[src/rtl/mmio_pkg.sv]
`default_nettype none
// ============================================================================
// Module      : mmio_pkg
// Description : Shared types and constants for the MMIO bus decoder.
// Revision    : 1.0 - initial release
// ============================================================================
package mmio_pkg;

  localparam int unsigned c_data_w      = 32;
  localparam int unsigned c_addr_w      = 32;
  localparam int unsigned c_cnt_w       = 8;
  localparam int unsigned c_def_timeout = 15;

  typedef enum logic [1:0] {
    IDLE = 2'd0,
    WAIT = 2'd1,
    RESP = 2'd2
  } state_t;

endpackage
`default_nettype wire

[src/rtl/mmio_timeout_ctr.sv]
`default_nettype none
// ============================================================================
// Module      : mmio_timeout_ctr
// Description : Counts stalled WAIT cycles and flags expiry after TIMEOUT.
// Revision    : 1.0 - initial release
// ============================================================================
module mmio_timeout_ctr
  import mmio_pkg::*;
#(
  parameter int unsigned TIMEOUT = c_def_timeout
) (
  input  logic clk,
  input  logic rst,
  input  logic clear,
  input  logic enable,
  output logic expired
);

  logic [c_cnt_w-1:0] r_count;

  // Expired is asserted in the TIMEOUT-th enabled cycle, so the caller
  // leaves WAIT after exactly TIMEOUT cycles without an ack.
  assign expired = enable && (r_count >= c_cnt_w'(TIMEOUT - 1));

  always_ff @(posedge clk or negedge rst) begin
    if (!rst) begin
      r_count <= '0;
    end else if (clear) begin
      r_count <= '0;
    end else if (enable && !expired) begin
      r_count <= r_count + 1'b1;
    end
  end

endmodule
`default_nettype wire

[src/rtl/mmio_bus_decoder.sv]
`default_nettype none
// ============================================================================
// Module      : mmio_bus_decoder
// Description : CPU-to-slave MMIO decoder with slave timeout and bus errors.
//               Define DECODE_ERR_CAPTURE_EN to add err_addr/err_cnt.
// Revision    : 1.0 - initial release
// ============================================================================
module mmio_bus_decoder
  import mmio_pkg::*;
#(
  parameter int unsigned NUM_SLAVES = 4,
  parameter int unsigned SEL_LSB    = 7,
  parameter int unsigned SEL_BITS   = 2,
  parameter int unsigned TIMEOUT    = c_def_timeout
) (
  input  logic                         clk,
  input  logic                         rst,
  input  logic                         cpu_req,
  input  logic                         cpu_we,
  input  logic [c_addr_w-1:0]          cpu_addr,
  input  logic [c_data_w-1:0]          cpu_wdata,
  output logic [c_data_w-1:0]          cpu_rdata,
  output logic                         cpu_ready,
  output logic                         cpu_err,
  output logic [NUM_SLAVES-1:0]        s_req,
  output logic                         s_we,
  output logic [c_addr_w-1:0]          s_addr,
  output logic [c_data_w-1:0]          s_wdata,
  input  logic [NUM_SLAVES*c_data_w-1:0] s_rdata,
  input  logic [NUM_SLAVES-1:0]        s_ack
`ifdef DECODE_ERR_CAPTURE_EN
  ,
  output logic [c_addr_w-1:0]          err_addr,
  output logic [c_cnt_w-1:0]           err_cnt
`endif
);

  state_t                r_state;
  state_t                w_state_nxt;
  logic [SEL_BITS-1:0]   w_sel;
  logic                  w_mapped;
  logic [NUM_SLAVES-1:0] w_sel_onehot;
  logic                  w_ack;
  logic [c_data_w-1:0]   w_sel_rdata;
  logic                  w_expired;
  logic                  w_accept;
  logic                  w_unmapped;
  logic                  w_done_ok;
  logic                  w_timeout;

  logic [SEL_BITS-1:0]   r_sel;
  logic [NUM_SLAVES-1:0] r_s_req;
  logic                  r_s_we;
  logic [c_addr_w-1:0]   r_s_addr;
  logic [c_data_w-1:0]   r_s_wdata;
  logic [c_data_w-1:0]   r_rdata;
  logic                  r_err;

  assign w_sel    = cpu_addr[SEL_LSB +: SEL_BITS];
  assign w_mapped = (32'(w_sel) < NUM_SLAVES);

  // Decode on the live address for the request, on the latched select
  // for ack/read data so other slaves' acks are ignored.
  always_comb begin
    w_sel_onehot = '0;
    w_ack        = 1'b0;
    w_sel_rdata  = '0;
    for (int i = 0; i < int'(NUM_SLAVES); i++) begin
      w_sel_onehot[i] = (w_sel == SEL_BITS'(i));
      if (r_sel == SEL_BITS'(i)) begin
        w_ack       = s_ack[i];
        w_sel_rdata = s_rdata[c_data_w*i +: c_data_w];
      end
    end
  end

  mmio_timeout_ctr #(
    .TIMEOUT (TIMEOUT)
  ) u_timeout_ctr (
    .clk     (clk),
    .rst     (rst),
    .clear   (w_accept),
    .enable  (r_state == WAIT),
    .expired (w_expired)
  );

  always_comb begin
    w_state_nxt = r_state;
    w_accept    = 1'b0;
    w_unmapped  = 1'b0;
    w_done_ok   = 1'b0;
    w_timeout   = 1'b0;
    unique case (r_state)
      IDLE: begin
        if (cpu_req) begin
          if (w_mapped) begin
            w_accept    = 1'b1;
            w_state_nxt = WAIT;
          end else begin
            w_unmapped  = 1'b1;
            w_state_nxt = RESP;
          end
        end
      end
      WAIT: begin
        // Ack takes priority over a coincident timeout.
        if (w_ack) begin
          w_done_ok   = 1'b1;
          w_state_nxt = RESP;
        end else if (w_expired) begin
          w_timeout   = 1'b1;
          w_state_nxt = RESP;
        end
      end
      RESP:    w_state_nxt = IDLE;
      default: w_state_nxt = IDLE;
    endcase
  end

  always_ff @(posedge clk or negedge rst) begin
    if (!rst) begin
      r_state   <= IDLE;
      r_sel     <= '0;
      r_s_req   <= '0;
      r_s_we    <= 1'b0;
      r_s_addr  <= '0;
      r_s_wdata <= '0;
      r_rdata   <= '0;
      r_err     <= 1'b0;
    end else begin
      r_state <= w_state_nxt;
      if (w_accept) begin
        r_sel     <= w_sel;
        r_s_req   <= w_sel_onehot;
        r_s_we    <= cpu_we;
        r_s_addr  <= cpu_addr;
        r_s_wdata <= cpu_wdata;
      end
      if (w_done_ok || w_timeout) begin
        r_s_req <= '0;
      end
      if (w_unmapped || w_timeout) begin
        r_rdata <= '0;
        r_err   <= 1'b1;
      end else if (w_done_ok) begin
        r_rdata <= r_s_we ? '0 : w_sel_rdata;
        r_err   <= 1'b0;
      end
    end
  end

  assign cpu_ready = (r_state == RESP);
  assign cpu_err   = cpu_ready && r_err;
  assign cpu_rdata = cpu_ready ? r_rdata : '0;
  assign s_req     = r_s_req;
  assign s_we      = r_s_we;
  assign s_addr    = r_s_addr;
  assign s_wdata   = r_s_wdata;

`ifdef DECODE_ERR_CAPTURE_EN
  logic [c_addr_w-1:0] r_err_addr;
  logic [c_cnt_w-1:0]  r_err_cnt;

  // Unmapped faults were never latched into s_addr, so take the live address.
  always_ff @(posedge clk or negedge rst) begin
    if (!rst) begin
      r_err_addr <= '0;
      r_err_cnt  <= '0;
    end else if (w_unmapped || w_timeout) begin
      r_err_addr <= w_unmapped ? cpu_addr : r_s_addr;
      if (r_err_cnt != '1) begin
        r_err_cnt <= r_err_cnt + 1'b1;
      end
    end
  end

  assign err_addr = r_err_addr;
  assign err_cnt  = r_err_cnt;
`endif

endmodule
`default_nettype wire

[config.mk]
export PLATFORM = sky130hd
export DESIGN_NAME = mmio_bus_decoder
export DESIGN_NICKNAME = d
export VERILOG_FILES = /design/src/rtl/mmio_pkg.sv /design/src/rtl/mmio_timeout_ctr.sv /design/src/rtl/mmio_bus_decoder.sv
export SDC_FILE = /design/constraint.sdc
export NUM_CORES = 1
export LEC_CHECK = 0
export CELL_PAD_IN_SITES_DETAIL_PLACEMENT = 1
export CELL_PAD_IN_SITES_GLOBAL_PLACEMENT = 2
export CORE_ASPECT_RATIO = 2
export CORE_UTILIZATION = 22
export CTS_CLUSTER_DIAMETER = 100
export DETAILED_ROUTE_END_ITERATION = 6
export GPL_TIMING_DRIVEN = 0
export PLACE_DENSITY = 0.78
export SETUP_SLACK_MARGIN = 0.02
export SYNTH_ARGS = -nofsm -noshare
export SYNTH_HDL_FRONTEND = slang
export SYNTH_HIERARCHICAL = 1
export SYNTH_SLANG_ARGS = --single-unit
export TNS_END_PERCENT = 1
[constraint.sdc]
create_clock -name clk -period 2.8 [get_ports clk]
set_clock_uncertainty 0.05 [all_clocks]
set_input_delay 0.56 -clock clk [delete_from_list [all_inputs] [get_ports clk]]
set_output_delay 0.56 -clock clk [all_outputs]
set_load 0.05 [all_outputs]
==> metrics.md, run 1 <==
| Metric | Value |
|---|---|
| Worst-path clk slew | 70 ps |
| Failing checks | DRC |
| Post-CTS Setup Inserts | 0 |
| Worst Path Arrival | 2070 ps |
| Synth unique cells | 36 |
| Post-synthesis register bit count | 112 |
| Setup violators final | 0 |
| Worst setup SP type | flip-flop |
| Total track usage | 16.9% |
| Starting Density | 22.3% |
| CTS tree | done |
| Gpl congestion | 0.812 |
| ANT nets after route | 0 |
| Leak | 4.02 nW |
| Synth warn | 6 |
| CP max FO | 10 |
| Vias in the first global route | 5401 |
| Avg WL per Cell | 18.7 µm |
| CTS root buf | clkbuf_16 |
| Worst VDD drop | 0.640 mV |
| Layout Cells excl Fill | 1097 |
| Worst Setup End Kind | output port |
| CTS Buf Count | 9 |
| Initial antenna violation count | 0 |
| Mean Syn Cell Area | 10.8 µm² |
| I/O pins | 303 |
| Fin crit share | 95.5% |
| Total gr overflow | 0 |
| First-pass GRT wire length | 31.4 mm |
| Largest net degree at the start of global routing | 58 |
| Drt first pass iters | 7 |
| Worst Setup Path Type | reg -> out |
| Die width | 112 µm |
| Post-Syn Nets | 693 |
| Cell Rows | 80 |
| Worst-Margin Slew | 681 ps |
| ANT cells | 0 |
| Fill count | 2677 |
| Synthesized instance count | 491 |
| Detailed Place HPWL | 16.6 mm |
| M1 WL | 7.27 mm |
| Worst endpoint required time | 2190 ps |
| EDFF count, synth | 0 |
| Worst hold path class | in -> async |
| Asr flop ratio synth | 100% |
| RSZ-0062 raised after global routing | yes |
| Finished Core Util | 37.7% |
| Commonest non-fill, non-tap cell in the layout | clkdlybuf4s50_1 |
| Port-buffer cells | 302 |
| Num Clock Sinks | 112 |
| Post-Route WL | 20.5 mm |
| Max-cap violations | 0 |
| Highest routed layer | met4 |
| Vias | 4856 |
| PwrDens | 1110 nW/µm² |
| H-Tree Depth | 3 |
| Die footprint | 24800 µm² |
| Primary FF master, synth | dfrtp_1 |
| Run status | complete, but fails checks |
| Final Net Count | 1007 |
| Post-Place Cells | 1081 |
| Clk_lat worst skew | 360 ps |
| DRC errors left | 20 |
| Minimum clock period | 2680 ps |
| Max Buffers Root-to-Sink | 2 |
| Mapped cell area | 5310 µm² |
| Die height | 222 µm |
| Layout cell share with drive strength beyond 1 | 10.1% |
| DRT iter0 DRCs | 122 |
| Core area | 23800 µm² |
| Seq/Total Area, Yosys | 52.8% |
| Max-slew violation count | 0 |
| Max Clk Rate | 374 MHz |
| Metal2 WL | 11.7 mm |
| Fin. Hold Viols | 0 |
| Met3 wire length | 1.16 mm |
| Area growth syn-to-layout | 69.2% |
| Commonest non-fill, non-tap cells in the layout | clkdlybuf4s50_1, nand2_1, dfrtp_1 |
| Via density | 4.43 |
| Slew margin rel. | 54.6% |
==> registers in the layout, summed over array words and instances, names as in the netlist <==
name	flops
r_err	1
s_addr	31
s_wdata	32
u_timeout_ctr/r_count	8
r_sel	1
r_rdata	32
s_we	1
s_req	4
r_state	2
==> cell usage after synthesis, types with 3 or more instances <==
| cell | count | area [µm²] |
|---|---|---|
| a21oi_1 | 5 | 25.0 |
| a22o_1 | 32 | 280 |
| and2_1 | 34 | 213 |
| buf_2 | 12 | 60.1 |
| buf_6 | 4 | 45.0 |
| clkbuf_1 | 15 | 56.3 |
| dfrtp_1 | 112 | 2800 |
| inv_1 | 7 | 26.3 |
| mux4_1 | 3 | 78.8 |
| mux4_2 | 30 | 676 |
| nand2_1 | 197 | 739 |
| nor2_1 | 3 | 11.3 |
| nor2b_1 | 6 | 37.5 |
| o21ai_0 | 3 | 15.0 |
==> through the flow <==
stage	setup slack [ps]	total power, mW	instance area (µm²)	setup TNS [ps]	hold slack [ps]
5_1_grt	-80.2	10.6	8990	-80.2	125
4_1_cts	25.9	10.2	9020	0	118
3_5_place_dp	-200	8.76	8720	-1890	411
6_report	125	10.0	8990	0	102
3_3_place_gp	-3750	8.67	8690	-419790	407
2_1_floorplan	465	6.53	5310	0	214
==> worst paths after layout <==
kind | from | to | slack, ps | cells after the start
worst max-delay path | r_state[1] | cpu_rdata[26] | 120 | 4
worst min-delay path | rst | s_addr[14] | 100 | 1
worst max register to register | r_state[1] | r_rdata[1] | 330 | 7
worst min register to register | s_wdata[14] | s_wdata[14] | 430 | 2
max in group asynchronous | rst | u_timeout_ctr/r_count[1] | 1900 | 2
min in group clk | s_wdata[14] | s_wdata[14] | 430 | 2
==> logic make-up after synthesis <==
family | count (synthesis) | synth area share, %
compound gates | 50 | 7.47
fa+ha+maj | 2 | 0.471
buf+inv | 41 | 3.75
flops | 112 | 52.8
mux | 36 | 14.9
simple gates | 250 | 20.7
==> layer usage <==
| layer | vias to the layer above | track usage, % |
|---|---|---|
| met5 | - | 0 |
| met4 | 0 | 5.97 |
| met3 | 19 | 3.77 |
| met2 | 165 | 32.8 |
| met1 | 2387 | 17.3 |
| li1 | 2285 | - |
==> timing repair <==
action / in CTS / in global routing
endpoints found under the setup margin: 34 / 23
gates resized for setup: 39 / 28
pin swaps: 0 / 0
hold buffers: 0 / 0
==> where the power goes <==
group | internal (mW) | switching [mW] | total [mW] | leakage, nW
Clock | 0.791 | 0.622 | 1.41 | 0.153
Sequential | 2.31 | 0.384 | 2.70 | 1.42
Combinational | 2.19 | 3.70 | 5.89 | 2.45
Total | 5.30 | 4.70 | 10.0 | 4.02
==> critical path: stages, from the launching register on <==
cell	delay, ps
dfrtp_1	360
nor2b_2	310
clkbuf_1	340
and2_1	180
clkdlybuf4s15_1	520
==> area by class of cell <==
type | count | area, µm² | area share (%)
Buffer | 33 | 171 | 1.91
Clock buffer | 10 | 229 | 2.55
Clock inverter | 6 | 90.1 | 1.00
Inverter | 8 | 30.0 | 0.334
Multi-Input combinational cell | 338 | 2310 | 25.7
Sequential cell | 112 | 2800 | 31.2
Tap cell | 287 | 359 | 3.99
Timing Repair Buffer | 303 | 2990 | 33.3
Power figures use the tool's default switching activity.
==> inputs of run 2 (changes only) <==
--- a/config.mk
+++ b/config.mk
@@ -5,6 +5,7 @@
 export SDC_FILE = /design/constraint.sdc
 export NUM_CORES = 1
 export LEC_CHECK = 0
+export ABC_AREA = 0
 export CELL_PAD_IN_SITES_DETAIL_PLACEMENT = 1
 export CELL_PAD_IN_SITES_GLOBAL_PLACEMENT = 2
 export CORE_ASPECT_RATIO = 2
==> results of run 2 <==
No change in the layout: final DEF, timing and power equal those of run 1.
==> inputs of run 3 (changes only) <==
--- a/config.mk
+++ b/config.mk
@@ -9,11 +9,11 @@
 export CELL_PAD_IN_SITES_DETAIL_PLACEMENT = 1
 export CELL_PAD_IN_SITES_GLOBAL_PLACEMENT = 2
 export CORE_ASPECT_RATIO = 2
-export CORE_UTILIZATION = 22
+export CORE_UTILIZATION = 24
 export CTS_CLUSTER_DIAMETER = 100
 export DETAILED_ROUTE_END_ITERATION = 6
 export GPL_TIMING_DRIVEN = 0
-export PLACE_DENSITY = 0.78
+export PLACE_DENSITY = 0.84
 export SETUP_SLACK_MARGIN = 0.02
 export SYNTH_ARGS = -nofsm -noshare
 export SYNTH_HDL_FRONTEND = slang
==> constraint.sdc (replaced) <==
create_clock -name clk -period 3.4 [get_ports clk]
set_clock_uncertainty 0.05 [all_clocks]
set_input_delay 0.68 -clock clk [delete_from_list [all_inputs] [get_ports clk]]
set_output_delay 0.68 -clock clk [all_outputs]
set_load 0.05 [all_outputs]
==> run 3 against run 2 <==
The flow now finishes without violations. Hold slack gained 110 ps. Clock power decreased by 18%. Sequential power decreased by 18%.
==> metrics.md, run 3 (synthesized netlist as in run 1, its figures left out) <==
| Metric | Value |
|---|---|
| Num Clock Sinks | 112 (unchanged) |
| Vias | 4870 (+0.29%) |
| CTS root buf | clkbuf_16 |
| Port-buffer cells | 302 (unchanged) |
| Reg power frac | 26.9% (about the same) |
| Die height | 212 µm (-4.2%) |
| Int Power | 4.39 mW (-17%) |
| Worst hold path class | in -> async |
| Placement Setup Slack | 300 ps (+500 ps) |
| PwrDens | 912 nW/µm² (-18%) |
| Core area | 21600 µm² (-9.4%) |
| Worst-path cell chain | nor2b_2 > clkbuf_1 > and2_1 > clkdlybuf4s50_1 |
| Avg WL per Cell | 18.4 µm (-1.3%) |
| CP max FO | 10 (unchanged) |
| CTS tree | done |
| Worst Path Arrival | 2440 ps (+370 ps) |
| Slew margin rel. | 58.2% (+3.6 points) |
| H-Tree Depth | 3 (unchanged) |
| Clk_lat worst skew | 340 ps (-20 ps) |
| Worst VDD drop | 0.449 mV (-30%) |
| Cell Rows | 76 (-5.0%) |
| Run status | finished, final reports clean |
| Comb pwr share | 59.0% (about the same) |
| Total negative slack | 0 ps (unchanged) |
| Initial antenna violation count | 0 (unchanged) |
| Worst-path clk slew | 80 ps (about the same) |
| Final WS setup | 231 ps (+106 ps) |
| Max-slew violation count | 0 (unchanged) |
| Vias in the first global route | 5369 (-0.59%) |
| Worst Setup Path Type | reg -> out |
| Grt peak-use layer | met2 |
| Switch share | 46.6% (-0.40 points) |
| M2 GR Usage | 34.2% (+1.4 points) |
| Commonest non-fill, non-tap cell in the layout | clkdlybuf4s50_1 |
| Via density | 4.50 (+1.6%) |
| Commonest non-fill, non-tap cells in the layout | clkdlybuf4s50_1, nand2_1, dfrtp_1 |
| Total gr overflow | 0 (unchanged) |
| Largest net degree at the start of global routing | 62 (+6.9%) |
| Fin. Hold Viols | 0 (unchanged) |
| I/O pins | 303 (unchanged) |
| Worst endpoint required time | 2670 ps (+480 ps) |
| FF-to-FF setup slack | 900 ps (+570 ps) |
| Global-route met1 utilization | 18.4% (+1.1 points) |
| ANT cells | 0 (unchanged) |
| ANT nets after route | 0 (unchanged) |
| Starting Density | 24.6% (+2.3 points) |
| Total track usage | 17.5% (+0.57 points) |
| Detailed Place HPWL | 16.2 mm (-2.4%) |
| Clock power frac | 14.1% (about the same) |
| Fin crit share | 93.2% |
| Die width | 107 µm (-4.2%) |
| Area growth syn-to-layout | 69.9% |
| Gpl congestion | 0.755 (-6.9%) |
| CP peak stage delay | 810 ps (+290 ps) |
| Met3 Use GR | 3.25% (-0.52 points) |
| Minimum clock period | 3170 ps |
| Layout cell share with drive strength beyond 1 | 8.52% (-1.6 points) |
| Max Buffers Root-to-Sink | 2 (unchanged) |
| Worst setup SP type | flip-flop |
| Die footprint | 22800 µm² (-8.2%) |
| Post-CTS Setup Inserts | 0 (unchanged) |
| CP max stage cell | clkdlybuf4s50_1 |
| P_sw | 3.84 mW (-18%) |
| CTS Buf Count | 9 (unchanged) |
| First-pass GRT wire length | 30.0 mm (-4.7%) |
| Hold buffer count at cts | 0 (unchanged) |
| Power, Total | 8.23 mW (-18%) |
| Leak | 3.97 nW (-1.4%) |
| Max-cap violations | 0 (unchanged) |
| Drt first pass iters | 4 (-3) |
| Setup violators final | 0 (unchanged) |
| DRT iter0 DRCs | 113 (-7.4%) |
| Worst-Margin Slew | 626 ps (-54.1 ps) |
| Final Net Count | 1007 (unchanged) |
| Worst Setup End Kind | output port |
| Post-Route WL | 20.0 mm (-2.6%) |
| DRC errors left | 0 (-100%) |
| RSZ-0062 raised after global routing | no |
| Max Clk Rate | 316 MHz |
[run 3: cell count changes in the layout (fill, tap and decap cells not counted), sizes merged]
cell,before,now
clkdlybuf4s50,271,299
clkdlybuf4s15,13,0
clkbuf,35,25
dlygate4sd2,7,2
[run 3: repair_timing]
action / 4_1_cts / 5_1_grt
gates resized for setup: 3 / 0
setup endpoints to repair: 7 / 0
hold endpoints to repair: 0 / 0
[run 3: critical path: cells and delay by family (launching register included)]
kind                   cells  cell delay [ps]
buffers and inverters      2             1200
and+or+nand+nor            2              480
DFF                        1              400
[run 3: cell type report]
cell class	instances	area, µm²
Clock buffer	10	229
Sequential cell	112	2800
Inverter	8	30.0
Clock inverter	6	90.1
Timing Repair Buffer	303	3050
Fill cell	2416	12600
Multi-Input combinational cell	338	2310
Buffer	33	169
Tap cell	273	342
[run 3: layer usage]
layer  part of all wire (%)  vias up
met5                      0        -
met4                    1.6        0
met3                    5.2       14
met2                     57      158
met1                     36     2417
li1                       -     2281
[run 3: path summary, 6_finish.rpt]
kind / from / depth (start not counted) / to
max: r_state[0] / 4 / cpu_rdata[19]
min: rst / 1 / r_rdata[3]
max reg2reg: r_state[1] / 7 / r_rdata[9]
min reg2reg: s_wdata[18] / 2 / s_wdata[18]
max in group asynchronous: rst / 2 / s_addr[4]
min in group clk: s_wdata[18] / 2 / s_wdata[18]
[run 3: power groups by stage]
| stage | combinational [mW] | sequential (mW) | clock, mW |
|---|---|---|---|
| after floorplan | 1.80 | 3.57 | 0 |
| after global placement | 4.88 | 2.22 | 0 |
| after detailed placement | 4.93 | 2.24 | 0 |
| after CTS | 4.94 | 2.22 | 1.21 |
| after global routing | 5.17 | 2.29 | 1.25 |
| final | 4.85 | 2.22 | 1.16 |
[run 3: through the flow]
stage	utilization [%]	hold slack, ps	instances	instance area [µm²]
finish	41.8	214	1083	9020
global route	41.8	245	1083	9020
CTS	41.8	242	1083	9020
detailed placement	40.3	411	1067	8700
global placement	40.2	407	1066	8680
floorplan	-	334	491	5310
==> edit 1 (flow settings as in run 3) <==
The package constant `c_cnt_w` goes from 8 to 12.
--- a/src/rtl/mmio_pkg.sv
+++ b/src/rtl/mmio_pkg.sv
@@ -10,3 +10,3 @@
   localparam int unsigned c_addr_w      = 32;
-  localparam int unsigned c_cnt_w       = 8;
+  localparam int unsigned c_cnt_w       = 12;
   localparam int unsigned c_def_timeout = 15;
Function: no difference found for any inputs over 4 cycles, from zero or initial values and one cycle with rst low; that may be too few to reach the edited logic, so the function may still have changed.
==> edit 1 against run 3 <==
- global-route usage up 1.0 points
- cell area is 5.8% higher
- synthesized cell count is 2.2% higher
- synthesized area rose by 3.3%
- total power up 11%
- routed wire length up 4.8%
- setup slack lost 0.084 ns
- critical path depth is the same
- sequential cell count increased by 4
- critical endpoint is now cpu_rdata[16]
==> edit 1: results (changes against run 3) <==
* Status: finished clean
* Seq. pwr at 2.26 mW (+2%)
* Placer Congestion at 0.7632 (+1.0%)
* R2R depth at 6 (-1)
* Fillers at 2453 (+1.5%)
* Compound-cell area share of the yosys netlist at 6.907% (-0.56 points)
* Peak VDD IR at 0.4600 mV (+2.6%)
* Register area share after synthesis at 52.88% (+0.12 points)
* Tot GR Track Use at 18.50% (+1.0 points)
* CP endpoint: cpu_rdata[16]
* Slew HR at 53.43% (-4.8 points)
* Met2 Track Usage GR at 34.15% (-0.043 points)
* Top layer in use: met5
* H-tree depth at 4 (+1)
* Initial drt markers at 122 (+8.0%)
* WL per Instance at 18.80 um (+1.9%)
* DPL Wire Length at 16490 um (+2.0%)
* Antenna violations before repair at 3 (+3)
* First-pass GRT wire length at 32060 um (+7.0%)
* Synth Area in Adders at 0.4559% (-0.015 points)
* Worst skew pair latency at 0.41 ns (+0.07 ns)
* Number of buffers created by CTS at 17 (+8)
* Mux contribution to synthesized area at 14.73% (-0.14 points)
* Tot Pwr at 9.135 mW (+11%)
* Commonest cells in the synthesized netlist: nand2_1 (196), dfrtp_1 (116), and2_1 (34)
* Critical R2R Capture: u_timeout_ctr/r_count[2]$_DFFE_PN0P_
* CP startpoint: r_state[1]$_DFFE_PN0P_
* Final wirelength at 20940 um (+4.8%)
* Main area contributors after synthesis: dfrtp_1 (53%), nand2_1 (13%), mux4_2 (12%)
* Static Leakage at 4.259 nW (+7.4%)
* Post-Place Worst Slack at 0.1913 ns (-0.1084 ns)
* Final nets at 1026 (+1.9%)
* M1 wire length at 7423 um (+3.5%)
* Vias in the first global route at 5719 (+6.5%)
* Met3 routed WL at 1338 um (+30%)
* Sw power at 3.970 mW (+3.5%)
* R2R Path Start: r_state[0]$_DFFE_PN0P_
==> edit 1: changes by cell type after synthesis, moves of 2 or more <==
cell | before | now
nor2_1 | 3 | 6
o22ai_1 | 2 | 0
mux2_1 | 0 | 3
dfrtp_1 | 112 | 116
nor2b_1 | 6 | 10
==> edit 1: through the flow <==
step                      area, sq um  util (%)
final                            9550     42.91
after global routing             9548     42.90
after CTS                        9545     42.89
after detailed placement         8886     39.93
after global placement           8857     39.80
after floorplan                  5489         -
==> edit 1: worst register-to-register path, delay by kind of cell (launching register included) <==
family | cells | cell delay (ns)
buffers and inverters | 3 | 1.07
DFF | 1 | 0.39
muxes | 1 | 0.28
and+or+nand+nor | 2 | 0.52
==> edit 1: layout make-up <==
type,instances,area [sq um],share of cell area [%]
clock inverter,10,202.7,2.122
clock buffer,22,454.2,4.756
sequential,116,2903,30.39
antenna,1,2.502,0.02620
timing repair buffer,303,3054,31.98
buffer,33,168.9,1.769
multi-input combinational,346,2394,25.06
tap,276,345.3,3.616
inverter,7,26.28,0.2751
==> edit 2 (config.mk and constraints of run 3) <==
Made on the original files. Register the output `cpu_err`, with the module's reset; this adds one clock of latency there. The other outputs are not delayed to match.
--- a/src/rtl/mmio_bus_decoder.sv
+++ b/src/rtl/mmio_bus_decoder.sv
@@ -152,3 +152,9 @@
   assign cpu_ready = (r_state == RESP);
-  assign cpu_err   = cpu_ready && r_err;
+  always_ff @(posedge clk or negedge rst) begin
+    if (!rst) begin
+      cpu_err <= '0;
+    end else begin
+      cpu_err <= cpu_ready && r_err;
+    end
+  end
   assign cpu_rdata = cpu_ready ? r_rdata : '0;
Formal check against the unedited RTL: no difference found for any inputs over 4 cycles, from zero or initial values and one cycle with rst low; that may be too few to reach the edited logic, so the function may still have changed.
==> edit 2 against run 3 <==
- sequential cell count is 1 higher
- cell area is 3.3% higher
- synthesized area is 0.47% higher
- cell count is 1.6% higher
- routed wire length is 1.1% higher
- setup slack worse by 0.026 ns
- synthesized cell count is 0.20% higher
- critical endpoint is now cpu_rdata[12]
- register-to-register slack better by 0.03 ns
- total power is 7.1% higher
- global-route usage is 0.46 points higher
- highest routed layer unchanged
- maximum frequency is 0.81% lower
==> edit 2: results (changes against run 3) <==
* Compound-cell area share of the yosys netlist at 7.433% (-0.035 points)
* Static Leakage at 4.255 nW (+7.3%)
* Post-Syn Instances at 492 (+0.20%)
* Cells after DPL at 1068 (+0.094%)
* Fillers at 2436 (+0.83%)
* H-tree depth at 4 (+1)
* Met2 Track Usage GR at 35.51% (+1.3 points)
* Mux contribution to synthesized area at 14.79% (-0.070 points)
* Share of cells above drive strength 1 at 10.40% (+1.9 points)
* Synth Area in Adders at 0.4689% (-0.0022 points)
* Flop2flop setup slack at 0.93 ns (+0.03 ns)
* CP arrival at 2.46 ns (+0.02 ns)
* Number of buffers created by CTS at 17 (+8)
* Final wirelength at 20200 um (+1.1%)
* Fmax at 0.3130 GHz (-0.81%)
* Port buffer count at 302 (unchanged)
* Global Route met3 Usage at 4.304% (+1.1 points)
* Worst skew pair latency at 0.41 ns (+0.07 ns)
* N_diodes at 0 (unchanged)
* CTS clk-pin slew, worst paths at 0.06 ns (-0.02 ns)
* Met1 Use GR at 17.55% (-0.86 points)
* Main area contributors after synthesis: dfrtp_1 (53%), nand2_1 (14%), mux4_2 (13%)
* Fin Hold WS at 0.1749 ns (-0.03903 ns)
* Routed vias/inst at 4.431 (-1.5%)
* Peak VDD IR at 0.4904 mV (+9.3%)
* Post-CTS Resized at 5 (+2)
* Critical R2R Capture: r_rdata[11]$_DFFE_PN0P_
* Post-Place Worst Slack at 0.3026 ns (+0.002886 ns)
* Register area share after synthesis at 52.99% (+0.22 points)
* Commonest cells in the synthesized netlist: nand2_1 (197), dfrtp_1 (113), and2_1 (34)
* WL per Instance at 18.36 um (-0.45%)
* CP endpoint: cpu_rdata[12]
* Area of placed instances at 8730 sq um (+0.29%)
* Placer Congestion at 0.7707 (+2.0%)
* Startpoint types: flip-flop
* Syn nets at 694 (+0.14%)
* Status: finished clean
* Largest net degree at the start of global routing at 63 (+1.6%)
* DPL Wire Length at 16200 um (+0.14%)
* Final Max Tran Viols at 0 (unchanged)
* First-pass GRT wire length at 30470 um (+1.7%)
* Worst Max-Slew Pin Slew at 0.6224 ns (-0.004067 ns)
* Vias in the first global route at 5463 (+1.8%)
* Tot GR Track Use at 17.94% (+0.46 points)
* R2R Path Start: r_state[0]$_DFFE_PN0P_
* Final nets at 1016 (+0.89%)
* Antenna violations before repair at 0 (unchanged)
* Initial drt markers at 104 (-8.0%)
edit 2: cell type report:
class	instances	area (sq um)	share of cell area (%)
Inverter	8	30.03	0.3221
Clock buffer	18	439.2	4.711
Multi-Input combinational cell	338	2312	24.80
Sequential cell	113	2828	30.33
Buffer	33	168.9	1.812
Clock inverter	14	133.9	1.436
Timing Repair Buffer	303	3069	32.92
Tap cell	273	341.6	3.664
edit 2: routing by layer:
layer	vias to the layer above	wire, um
li1	2310	-
met1	2373	6919
met2	171	11700
met3	20	1201
met4	0	375
met5	-	0
edit 2: kinds of logic after synthesis:
family,Yosys count
DFF,113
buffers and inverters,41
and+or+nand+nor,250
AOI/OAI and AO/OA,50
muxes,36
adders and majority gates,2
edit 2: power by group:
group          total (mW)  internal (mW)  switching, mW  leakage [nW]
Clock                1.72           1.03          0.693         0.254
Sequential           2.23           1.92          0.312          1.43
Combinational        4.85           1.83           3.02          2.57
